$ cat src/rtl/lzx_vm_sched.sv
// rtl/lzx_vm_sched.sv - two-channel vending scheduler with shared dispenser
//
// Each channel accumulates coin credit. A round-robin arbiter hands the
// shared dispenser to a channel whose credit reaches PRICE. The transaction
// FSM (IDLE/REQ/CHG) then runs the dispense handshake and pays out the
// remaining credit as one-cycle change pulses.
//
// Ports:
//   clk, rst_n        clock (rising edge), asynchronous active-low reset
//   coin0, coin1      per-channel coin: 00 none, 01 +1, 10 +2, 11 ignored
//   disp_ack          dispenser accept level, only looked at in REQ
//   disp_req, disp_ch dispense request and owning channel
//   D_out, C          per-channel delivered pulse / change pulse (0.5 yuan)
//   coin_rej          per-channel coin-reject pulse
//   busy, fault       FSM not idle / sticky dispense timeout
//
// Optional feature: define LZX_VM_TIMEOUT_EN to give up on the dispenser
// after TIMEOUT cycles in REQ, refund the full credit and raise fault.
// Without it REQ waits indefinitely and fault is tied low.
module lzx_vm_sched #(
  parameter int PRICE      = 3,
  parameter int CW         = 4,
  parameter int CREDIT_MAX = 6,
  parameter int TIMEOUT    = 15
) (
  input  logic       clk,
  input  logic       rst_n,
  input  logic [1:0] coin0,
  input  logic [1:0] coin1,
  input  logic       disp_ack,
  output logic       disp_req,
  output logic       disp_ch,
  output logic [1:0] D_out,
  output logic [1:0] C,
  output logic [1:0] coin_rej,
  output logic       busy,
  output logic       fault
);

  typedef enum logic [1:0] {S_IDLE = 2'd0, S_REQ = 2'd1, S_CHG = 2'd2} state_t;

  localparam logic [CW-1:0] PRICE_C = CW'(PRICE);
  localparam logic [CW:0]   MAX_C   = (CW+1)'(CREDIT_MAX);

  // Elaboration-time sanity: credit must never wrap, timeout must be nonzero.
  if (CREDIT_MAX >= (1 << CW) || TIMEOUT < 1) begin : g_param_check
    $error("lzx_vm_sched: bad parameter set");
  end

  state_t             state_q;
  logic [1:0][CW-1:0] credit_q, credit_d;
  logic [1:0][1:0]    coin_w, val_w;
  logic [1:0][CW:0]   sum_w;
  logic [1:0]         rej_d, rej_q, d_out_q, c_q, elig;
  logic               rr_q, ch_q, req_q, busy_q, grant;
  logic [CW-1:0]      own_credit, own_rem;

  assign coin_w     = {coin1, coin0};
  assign own_credit = credit_q[ch_q];
  assign own_rem    = own_credit - PRICE_C;

  // Coin acceptance. The owned channel (REQ/CHG) refuses coins so that the
  // credit being paid out cannot change underneath the FSM.
  always_comb begin
    credit_d = credit_q;
    rej_d    = '0;
    val_w    = '0;
    sum_w    = '0;
    for (int i = 0; i < 2; i++) begin
      val_w[i] = (coin_w[i] == 2'b11) ? 2'b00 : coin_w[i];
      sum_w[i] = {1'b0, credit_q[i]} + (CW+1)'(val_w[i]);
      if (val_w[i] != 2'b00) begin
        if ((state_q != S_IDLE && ch_q == 1'(i)) || sum_w[i] > MAX_C)
          rej_d[i] = 1'b1;
        else
          credit_d[i] = sum_w[i][CW-1:0];
      end
    end
  end

  // Round robin only matters when both are eligible; otherwise take the one.
  always_comb begin
    elig[0] = credit_q[0] >= PRICE_C;
    elig[1] = credit_q[1] >= PRICE_C;
    grant   = (&elig) ? rr_q : ~elig[0];
  end

`ifdef LZX_VM_TIMEOUT_EN
  localparam int TW = $clog2(TIMEOUT + 1);
  logic [TW-1:0] tmo_q;
  logic          fault_q;
  assign fault = fault_q;
`else
  assign fault = 1'b0;
`endif

  always_ff @(posedge clk or negedge rst_n) begin
    if (!rst_n) begin
      state_q  <= S_IDLE;
      credit_q <= '0;
      rr_q     <= 1'b0;
      ch_q     <= 1'b0;
      req_q    <= 1'b0;
      busy_q   <= 1'b0;
      d_out_q  <= '0;
      c_q      <= '0;
      rej_q    <= '0;
`ifdef LZX_VM_TIMEOUT_EN
      tmo_q    <= '0;
      fault_q  <= 1'b0;
`endif
    end else begin
      credit_q <= credit_d;
      rej_q    <= rej_d;
      d_out_q  <= '0;
      c_q      <= '0;
      case (state_q)
        S_IDLE: begin
          if (|elig) begin
            state_q <= S_REQ;
            ch_q    <= grant;
            req_q   <= 1'b1;
            busy_q  <= 1'b1;
`ifdef LZX_VM_TIMEOUT_EN
            tmo_q   <= '0;
`endif
          end
        end
        S_REQ: begin
          if (disp_ack) begin
            req_q             <= 1'b0;
            d_out_q[ch_q]     <= 1'b1;
            credit_q[ch_q]    <= own_rem;
            if (own_rem == '0) begin
              state_q <= S_IDLE;
              busy_q  <= 1'b0;
              rr_q    <= ~ch_q;
            end else begin
              state_q <= S_CHG;
            end
          end
`ifdef LZX_VM_TIMEOUT_EN
          // Credit is at least PRICE here, so the refund in CHG is non-empty.
          else if (tmo_q == TW'(TIMEOUT - 1)) begin
            req_q   <= 1'b0;
            fault_q <= 1'b1;
            state_q <= S_CHG;
          end else begin
            tmo_q <= tmo_q + TW'(1);
          end
`endif
        end
        S_CHG: begin
          c_q[ch_q]      <= 1'b1;
          credit_q[ch_q] <= own_credit - CW'(1);
          if (own_credit == CW'(1)) begin
            state_q <= S_IDLE;
            busy_q  <= 1'b0;
            rr_q    <= ~ch_q;
          end
        end
        default: state_q <= S_IDLE;
      endcase
    end
  end

  assign disp_req = req_q;
  assign disp_ch  = ch_q;
  assign D_out    = d_out_q;
  assign C        = c_q;
  assign coin_rej = rej_q;
  assign busy     = busy_q;

endmodule

$ cat config.mk
export PLATFORM = sky130hd
export DESIGN_NAME = lzx_vm_sched
export DESIGN_NICKNAME = d
export VERILOG_FILES = /design/src/rtl/lzx_vm_sched.sv
export SDC_FILE = /design/constraint.sdc
export NUM_CORES = 1
export LEC_CHECK = 0
export CELL_PAD_IN_SITES_DETAIL_PLACEMENT = 2
export CELL_PAD_IN_SITES_GLOBAL_PLACEMENT = 2
export CORE_UTILIZATION = 38
export DETAILED_ROUTE_END_ITERATION = 8
export PLACE_DENSITY = 0.83
export SLEW_MARGIN = 40
export SYNTH_ARGS = -nofsm -noshare
export SYNTH_HDL_FRONTEND = slang
export SYNTH_SLANG_ARGS = --single-unit
$ cat constraint.sdc
create_clock -name clk -period 4.13 [get_ports clk]
set_clock_uncertainty 0.2 [all_clocks]
set_input_delay 0.6195 -clock clk [delete_from_list [all_inputs] [get_ports clk]]
set_output_delay 0.6195 -clock clk [all_outputs]
set_load 0.05 [all_outputs]
==> flow_metrics.py, run 1 <==
metrics = {
    "run_status": {
        "status": "finished, final reports clean",
    },
    "yosys": {
        "synth-compound-area-share_pct": 22.9,
        "synth_seq_cells": 20,
        "synth_edf_count": 0,
        "synth_top_area_share_pct": 30.3,
        "syn-mean-instance-area_um2": 9.21,
        "yosys.area.top_type": "dfrtp_1",
        "synthTopCellsByCount": "23 x inv_1, 20 x dfrtp_1, 15 x ha_1",
        "synthAdderAreaFrac_pct": 14.4,
        "synth_area_um2": 1650,
        "synth_top_family_by_area": "compound AO/OA/AOI/OAI gates",
        "seq_area_frac_synth_pct": 30.3,
        "netlist_top_cells_area": "dfrtp_1 30%, ha_1 11%, inv_1 5.2%",
        "yosysMostFrequentCell": "inv_1",
        "synth_ff_type": "dfrtp_1",
        "ys_warn_count": 0,
        "synth-simple-area-share_pct": 15.3,
        "synth_xor_area_share_pct": 2.12,
        "muxShareOfSynthArea_pct": 6.83,
        "async_flop_share_pct": 100,
        "synthCells": 179,
        "synth_nets": 203,
        "synth_cell_types": 51,
    },
    "timing": {
        "hold_viol": 0,
        "rsz0062_at_grt": "no",
        "slew_viol_final": 0,
        "worstMarginPinSlew_ns": 0.700,
        "fin_setup_tns_ns": 0,
        "post-route-period-util_pct": 78.8,
        "setup_viol": 0,
        "fmax_ghz": 0.307,
        "period_minus_slack_ns": 3.25,
        "max_slew_margin_pct": 52.0,
    },
    "detailed_routing": {
        "ant_nets": 0,
        "drtPass1Iterations": 4,
        "routedWlPerCell_um": 20.2,
        "viasPerCell": 5.79,
        "drt_wl_total_um": 4880,
        "dr.first_iter.drc_count": 65,
        "drc_errors": 0,
        "via_count": 1402,
    },
    "clock_tree": {
        "clkTransAtPathRegs_ns": 0.08,
        "cts_tree": "yes",
        "worstSkewPairLatency_ns": 0.28,
        "cts_max_level": 1,
        "clkSinkCount": 20,
        "clockRootBuffer": "clkbuf_8",
        "ctsResizeCount": 0,
        "numCtsBuffers": 3,
        "cts_buffer_depth": 2,
        "cts_setup_buffers": 0,
        "cts_hold_buf": 0,
    },
    "setup_path": {
        "required_ns": 4.09,
        "cpPeakStageDelay_ns": 0.65,
        "cp-end-kind": "flip-flop",
        "critPathBufInv": 1,
        "cpMaxStageDelayCell": "mux2i_1",
        "crit_arrival_ns": 3.22,
        "critPathMaxFanout": 7,
        "critical_path.top_delay_family": "multiplexers",
        "start_kind": "flip-flop",
        "worstPathCellList": "mux2i_1 > inv_1 > ha_1 > o41ai_1 > a31oi_1 > a211oi_2 > mux2_1",
        "path_class": "flip-flop to flip-flop",
    },
    "global_route": {
        "overflow": 0,
        "track_usage_pct": 24.0,
        "first_global_vias": 1560,
        "antenna_found_initial": 0,
        "grt_max_degree": 21,
        "grt_pass1_wl_um": 8000,
    },
    "floorplan": {
        "ios": 17,
        "coreArea_um2": 4090,
        "die_w_um": 67.9,
        "dieHeight_um": 67.9,
        "fp-row-count": 23,
        "initial_utilization_pct": 40.4,
        "die_area_um2": 4610,
    },
    "pwr": {
        "p_leak_nw": 0.850,
        "max-vdd-ir-drop_uv": 442,
        "p_per_area_nw_per_um2": 809,
    },
    "placement": {
        "gp_congestion": 0.798,
        "port_buffers": 15,
        "hpwl_um": 3770,
    },
    "cells_and_area": {
        "syn2layout_area_growth_pct": 14.7,
        "fin_util_pct": 46.3,
        "nNetsFinal": 217,
        "drive_gt1_share_pct": 9.90,
        "antenna_cells": 0,
    },
    "flow_run": {
        "maxCapViolations": 0,
    },
    "hold_path": {
        "hold_path_class": "input port to async pin",
    },
}
-- power breakdown --
group | switching [mW] | internal [mW] | total [mW]
sequential | 0.0930 | 0.269 | 0.362
combinational | 0.599 | 0.360 | 0.960
clock | 0.0795 | 0.130 | 0.209
total | 0.772 | 0.759 | 1.53
-- per-layer routing --
layer,vias up,global-route usage (%),share of wire [%]
met5,-,0,0
met4,0,9.64,1.3
met3,5,2.50,1.9
met2,18,44.3,52
met1,713,28.1,45
li1,666,-,-
-- layout by cell type (no fill, tap or decap), types with 6 or more instances in the layout --
cell type	Yosys	routed
nor2_1	13	13
o21ai_0	9	9
nand3_1	6	6
ha_1	15	15
inv_1	23	23
dfrtp_1	20	20
clkdlybuf4s50_1	0	14
a21oi_1	12	12
-- sequential cells by signal, indices dropped and copies added, names as in the netlist --
signal / cells
credit_q: 8
rr_q: 1
D_out: 2
disp_ch: 1
disp_req: 1
coin_rej: 2
busy: 1
state_q: 2
C: 2
-- layout make-up --
cell class                 instances  area (um2)
multi-input combinational        129        1020
clock inverter                     1        30.0
clock buffer                       3        41.3
timing repair buffer              16         153
fill                             453        2190
sequential                        20         500
inverter                          23        86.3
tap                               50        62.6
-- logic make-up (layout without fill, tap and decap cells) --
| family | after synthesis | count (layout) |
|---|---|---|
| AOI/OAI and AO/OA | 53 | 53 |
| xor gates and xnor gates | 4 | 4 |
| adders and majority gates | 18 | 18 |
| buffers and inverters | 30 | 43 |
| DFF | 20 | 20 |
| muxes | 10 | 10 |
| other | 1 | 1 |
| and+or+nand+nor | 43 | 43 |
-- worst reg2reg max path: stages, from the launching register on --
cell	delay, ns
dfrtp_1	0.51
mux2i_1	0.65
inv_1	0.20
ha_1	0.31
o41ai_1	0.47
a31oi_1	0.19
a211oi_2	0.27
mux2_1	0.35
-- stage by stage --
stage | hold slack, ns | power, mW | std cells | setup WS [ns] | area [um2]
3_3_place_gp | 0.271 | 1.25 | 238 | 0.746 | 1830
3_5_place_dp | 0.311 | 1.32 | 238 | 0.551 | 1820
4_1_cts | 0.112 | 1.54 | 242 | 0.836 | 1890
2_1_floorplan | 0.124 | 1.04 | 179 | 1.13 | 1650
5_1_grt | 0.128 | 1.64 | 242 | 0.682 | 1890
6_report | 0.0935 | 1.53 | 242 | 0.877 | 1890
-- worst paths after layout --
| kind | depth (start not counted) | slack [ns] | start | endpoint |
|---|---|---|---|---|
| max in group asynchronous | 1 | 3.30 | rst_n | credit_q[6] |
| worst min register to register | 1 | 0.32 | busy | busy |
| worst max register to register | 7 | 0.88 | disp_ch | busy |
| min in group clk | 1 | 0.32 | busy | busy |
| worst max-delay path | 7 | 0.88 | disp_ch | busy |
| worst min-delay path | 1 | 0.09 | rst_n | D_out[0] |
No activity file was read; power rests on OpenSTA's default activity.
==> inputs of run 2 (changes only) <==
--- a/config.mk
+++ b/config.mk
@@ -7,9 +7,9 @@
 export LEC_CHECK = 0
 export CELL_PAD_IN_SITES_DETAIL_PLACEMENT = 2
 export CELL_PAD_IN_SITES_GLOBAL_PLACEMENT = 2
-export CORE_UTILIZATION = 38
+export CORE_UTILIZATION = 35
 export DETAILED_ROUTE_END_ITERATION = 8
-export PLACE_DENSITY = 0.83
+export PLACE_DENSITY = 0.78
 export SLEW_MARGIN = 40
 export SYNTH_ARGS = -nofsm -noshare
 export SYNTH_HDL_FRONTEND = slang
==> constraint.sdc (replaced) <==
create_clock -name clk -period 3.2 [get_ports clk]
set_clock_uncertainty 0.2 [all_clocks]
set_input_delay 0.48 -clock clk [delete_from_list [all_inputs] [get_ports clk]]
set_output_delay 0.48 -clock clk [all_outputs]
set_load 0.05 [all_outputs]
==> flow_metrics.py, run 2 (synthesized netlist as in run 1, its figures left out) <==
metrics = {
    "setup_path": {
        "regToRegSetupSlack_ns": 0.30,
        "start_kind": "input port",
        "crit_arrival_ns": 2.95,
        "rr_endpoint": "busy",
        "critPathMaxFanout": 3,
        "required_ns": 3.16,
        "worst-r2r-cell-count": 8,
        "path_class": "input port to flip-flop",
        "cp-end-kind": "flip-flop",
        "rr_startpoint": "disp_ch",
    },
    "timing": {
        "fin_setup_tns_ns": 0,
        "setup_slack_ns": 0.204,
        "post-route-period-util_pct": 93.6,
        "fmax_ghz": 0.334,
        "max_slew_margin_pct": 58.2,
        "worstMarginPinSlew_ns": 0.624,
        "rsz0062_at_grt": "no",
        "fin_hold_ws_ns": 0.315,
        "slew_viol_final": 0,
        "setup_viol": 0,
        "hold_viol": 0,
        "period_minus_slack_ns": 3.00,
    },
    "clock_tree": {
        "clkSinkCount": 20,
        "numCtsBuffers": 3,
        "cts_tree": "yes",
        "cts_setup_buffers": 0,
        "clkTransAtPathRegs_ns": 0.08,
        "worstSkewPairLatency_ns": 0.26,
        "cts_buffer_depth": 2,
        "clockRootBuffer": "clkbuf_8",
        "cts_max_level": 1,
    },
    "detailed_routing": {
        "viasPerCell": 5.82,
        "dr.first_iter.drc_count": 39,
        "drt_wl_total_um": 4800,
        "via_count": 1448,
        "drc_errors": 4,
        "routedWlPerCell_um": 19.3,
        "ant_nets": 0,
        "drtPass1Iterations": 6,
    },
    "floorplan": {
        "ios": 17,
        "die_w_um": 70.6,
        "fp-row-count": 24,
        "die_area_um2": 4990,
        "coreArea_um2": 4440,
        "dieHeight_um": 70.6,
        "initial_utilization_pct": 37.1,
    },
    "run_status": {
        "violations": "DRC",
        "status": "finished with violations",
    },
    "hold_path": {
        "holdPathEnd": "busy",
        "hp-start": "busy",
        "holdPathStages": 1,
        "hold_path_class": "flip-flop to flip-flop",
    },
    "cells_and_area": {
        "largest_reg_flops": 8,
        "fillers": 494,
        "antenna_cells": 0,
        "fin_util_pct": 43.0,
        "largest-register": "credit_q",
        "final_common_cell": "inv_1",
        "syn2layout_area_growth_pct": 15.9,
        "fin_cells": 249,
        "multiInputGateArea_um2": 1020,
        "final_cell_mix": "23 x inv_1, 20 x dfrtp_1, 15 x ha_1",
        "regArea_um2": 500,
        "nNetsFinal": 223,
        "drive_gt1_share_pct": 11.7,
    },
    "global_route": {
        "grtUsageMet2_pct": 36.7,
        "antenna_found_initial": 0,
        "grt_pass1_wl_um": 8110,
        "gr-usage-met1_pct": 26.9,
        "grt_busiest_layer": "met2",
        "track_usage_pct": 21.1,
        "grt_max_degree": 21,
        "overflow": 0,
        "grt.met3_usage_pct": 3.28,
        "first_global_vias": 1632,
    },
    "placement": {
        "gp_congestion": 0.836,
        "port_buffers": 15,
        "placed_cells": 245,
        "hpwl_um": 3890,
        "dp_slack_ns": -0.0702,
    },
    "flow_run": {
        "maxCapViolations": 0,
    },
    "pwr": {
        "p_per_area_nw_per_um2": 997,
        "max-vdd-ir-drop_uv": 305,
        "p_leak_nw": 0.864,
    },
}
## run 2: timing repair
item	4_1_cts	5_1_grt
setup endpoints to repair	0	0
resized for setup	0	0
hold buffers	1	0
hold endpoints to repair	10	0
## run 2: report_power, final
| group | leakage [nW] | internal (mW) | total (mW) | switching [mW] |
|---|---|---|---|---|
| Clock | 0.0216 | 0.0839 | 0.169 | 0.0850 |
| Combinational | 0.586 | 0.492 | 1.28 | 0.786 |
| Sequential | 0.257 | 0.347 | 0.459 | 0.111 |
## run 2: worst max-delay path: stages
cell and delay (ns):
clkdlybuf4s50_1 0.49, ha_1 0.15, ha_1 0.17, inv_1 0.07
fa_1 0.42, xnor2_1 0.17, a211oi_1 0.33, o21ai_0 0.23
mux2_2 0.32, o32ai_1 0.12
## run 2: how the worst max path moves through the flow
stage	start	endpoint	slack, ns	cells past startpoint
2_1_floorplan	disp_ch	busy	0.20	8
3_5_place_dp	coin0[1]	credit_q[1]	-0.07	10
3_3_place_gp	coin0[1]	credit_q[1]	0.05	10
6_report	coin1[0]	credit_q[5]	0.20	10
4_1_cts	coin0[1]	credit_q[1]	0.21	10
5_1_grt	disp_ch	busy	0.05	8
## run 2: stage by stage
step	total power [mW]	cell area, um2
6_report	1.91	1910
5_1_grt	2.06	1910
4_1_cts	1.92	1910
3_5_place_dp	1.75	1860
3_3_place_gp	1.66	1870
2_1_floorplan	1.34	1650
## run 2: final cells by class
cell class,instances,share of cell area [%]
Clock buffer,3,2.16
Inverter,23,4.52
Multi-Input combinational cell,129,53.3
Sequential cell,20,26.2
Tap cell,52,3.40
Timing Repair Buffer,22,10.5
## run 2: per-layer routing
| layer | wire length, um | vias up | share of wire [%] |
|---|---|---|---|
| met1 | 2190 | 736 | 46 |
| li1 | - | 674 | - |
| met3 | 208 | 8 | 4.3 |
| met4 | 68 | 0 | 1.4 |
| met5 | 0 | - | 0 |
| met2 | 2340 | 30 | 49 |
==> inputs of run 3 (changes only) <==
--- a/config.mk
+++ b/config.mk
@@ -10,6 +10,7 @@
 export CORE_UTILIZATION = 35
 export DETAILED_ROUTE_END_ITERATION = 8
 export PLACE_DENSITY = 0.78
+export RECOVER_POWER = 100
 export SLEW_MARGIN = 40
 export SYNTH_ARGS = -nofsm -noshare
 export SYNTH_HDL_FRONTEND = slang
==> flow_metrics.py, run 3 (synthesized netlist as in run 1, its figures left out) <==
metrics = {
    "cells_and_area": {
        "multiInputGateArea_um2": 998,
        "largest-register": "credit_q",
        "largest_reg_flops": 8,
        "syn2layout_area_growth_pct": 14.4,
        "antenna_cells": 0,
        "final_common_cell": "inv_1",
        "final_cell_mix": "23 x inv_1, 20 x dfrtp_1, 15 x ha_1",
        "fin_cells": 249,
        "regArea_um2": 500,
        "nNetsFinal": 223,
        "fillers": 496,
        "drive_gt1_share_pct": 9.64,
        "stdcell_area_um2": 1890,
    },
    "floorplan": {
        "die_w_um": 70.6,
        "fp-row-count": 24,
        "ios": 17,
        "dieHeight_um": 70.6,
        "initial_utilization_pct": 37.1,
        "die_area_um2": 4990,
        "coreArea_um2": 4440,
    },
    "clock_tree": {
        "clkSinkCount": 20,
        "cts_max_level": 1,
        "worstSkewPairLatency_ns": 0.26,
        "clkTransAtPathRegs_ns": 0.08,
        "numCtsBuffers": 3,
        "cts_buffer_depth": 2,
        "ctsResizeCount": 0,
        "cts_setup_buffers": 0,
        "clockRootBuffer": "clkbuf_8",
        "cts_tree": "yes",
    },
    "pwr": {
        "p_leak_nw": 0.872,
        "max-vdd-ir-drop_uv": 300,
        "p_per_area_nw_per_um2": 988,
    },
    "run_status": {
        "violations": "DRC",
        "status": "finished with violations",
    },
    "flow_run": {
        "maxCapViolations": 0,
    },
    "setup_path": {
        "critPathMaxFanout": 5,
        "critical_path.top_delay_family": "adder cells",
        "crit_arrival_ns": 2.93,
        "start_kind": "input port",
        "cp-end-kind": "flip-flop",
        "required_ns": 3.14,
        "worstPathCellList": "clkdlybuf4s50_1 > inv_1 > ha_1 > ha_1 > fa_1 > xor2_1 > a32o_1 > nor4_4 > mux2i_1 > o32ai_1",
        "cpMaxStageDelayCell": "clkdlybuf4s50_1",
        "path_class": "input port to flip-flop",
        "cpPeakStageDelay_ns": 0.49,
        "cp_common_cell": "ha_1",
        "critPathBufInv": 2,
    },
    "timing": {
        "fmax_ghz": 0.334,
        "worstMarginPinSlew_ns": 1.19,
        "setup_viol": 0,
        "rsz0062_at_grt": "no",
        "max_slew_margin_pct": 20.4,
        "slew_viol_final": 0,
        "post-route-period-util_pct": 93.5,
        "period_minus_slack_ns": 2.99,
        "hold_viol": 0,
    },
    "detailed_routing": {
        "via_count": 1451,
        "dr.first_iter.drc_count": 46,
        "routedWlPerCell_um": 19.4,
        "drc_errors": 4,
        "drtPass1Iterations": 6,
        "ant_nets": 0,
        "viasPerCell": 5.83,
        "drt_wl_total_um": 4830,
    },
    "global_route": {
        "antenna_found_initial": 0,
        "first_global_vias": 1632,
        "track_usage_pct": 21.1,
        "grt_max_degree": 21,
        "grt_pass1_wl_um": 8110,
        "overflow": 0,
    },
    "placement": {
        "hpwl_um": 3890,
        "port_buffers": 15,
        "placed_area_um2": 1860,
        "placed_cells": 245,
        "gp_congestion": 0.836,
    },
    "hold_path": {
        "hold_path_class": "flip-flop to flip-flop",
    },
}
==> run 3: cell count changes in the layout (fill, tap and decap cells not counted), sizes merged <==
cell and change:
dlygate4sd3 +9, buf -3, clkbuf +3, clkdlybuf4s50 -9
==> run 3: worst paths after layout <==
path                           from           to  slack, ns  cells after the start
max reg2reg                 disp_ch         busy       0.24                      7
min in group asynchronous     rst_n   state_q[1]       0.78                      2
max in group asynchronous     rst_n  credit_q[5]       1.30                      2
min reg2reg                    busy         busy       0.31                      1
max                        coin0[1]  credit_q[0]       0.21                     10
min                            busy         busy       0.31                      1
==> run 3: metrics by stage <==
step	setup WS, ns	hold slack [ns]	TNS (ns)	utilization (%)	power [mW]
finish	0.209	0.307	0	42.5	1.87
global route	0.0298	0.347	0	42.5	2.02
detailed placement	-0.0702	0.274	-0.189	41.9	1.75
floorplan	0.200	-0.0156	0	-	1.34
global placement	0.0480	0.275	0	42.0	1.66
CTS	0.207	0.319	0	43.0	1.92
==> run 3: worst register-to-register path: stages, from the launching register on <==
cell and delay (ns):
dfrtp_1 0.55, mux2i_1 0.34, ha_1 0.22, or4b_4 0.45
a31oi_1 0.37, o21ai_2 0.14, a211oi_1 0.23, mux2_1 0.35
==> run 3: metal layers <==
metal / part of all wire (%) / GRT usage [%] / vias up
li1: - / - / 674
met1: 46 / 26.9 / 743
met2: 49 / 36.7 / 26
met3: 4.2 / 3.28 / 8
met4: 1.4 / 6.67 / 0
met5: 0 / 0 / -
==> run 3: layout make-up <==
cell class	count	area share (%)
flip-flops and latches	20	26.5
inverters	23	4.58
clock buffers	3	2.19
multi-input cells	129	52.9
repair buffers	22	10.3
well taps	52	3.45
==> run 3: power breakdown <==
part | switching, mW | internal (mW) | total, mW | leakage [nW]
Combinational | 0.775 | 0.464 | 1.24 | 0.593
Sequential | 0.111 | 0.347 | 0.458 | 0.257
Clock | 0.0847 | 0.0839 | 0.169 | 0.0216
==> run 3: what timing repair did <==
item	4_1_cts	5_1_grt
endpoints found under the hold margin	10	0
hold buffers	1	0
endpoints found under the setup margin	0	0
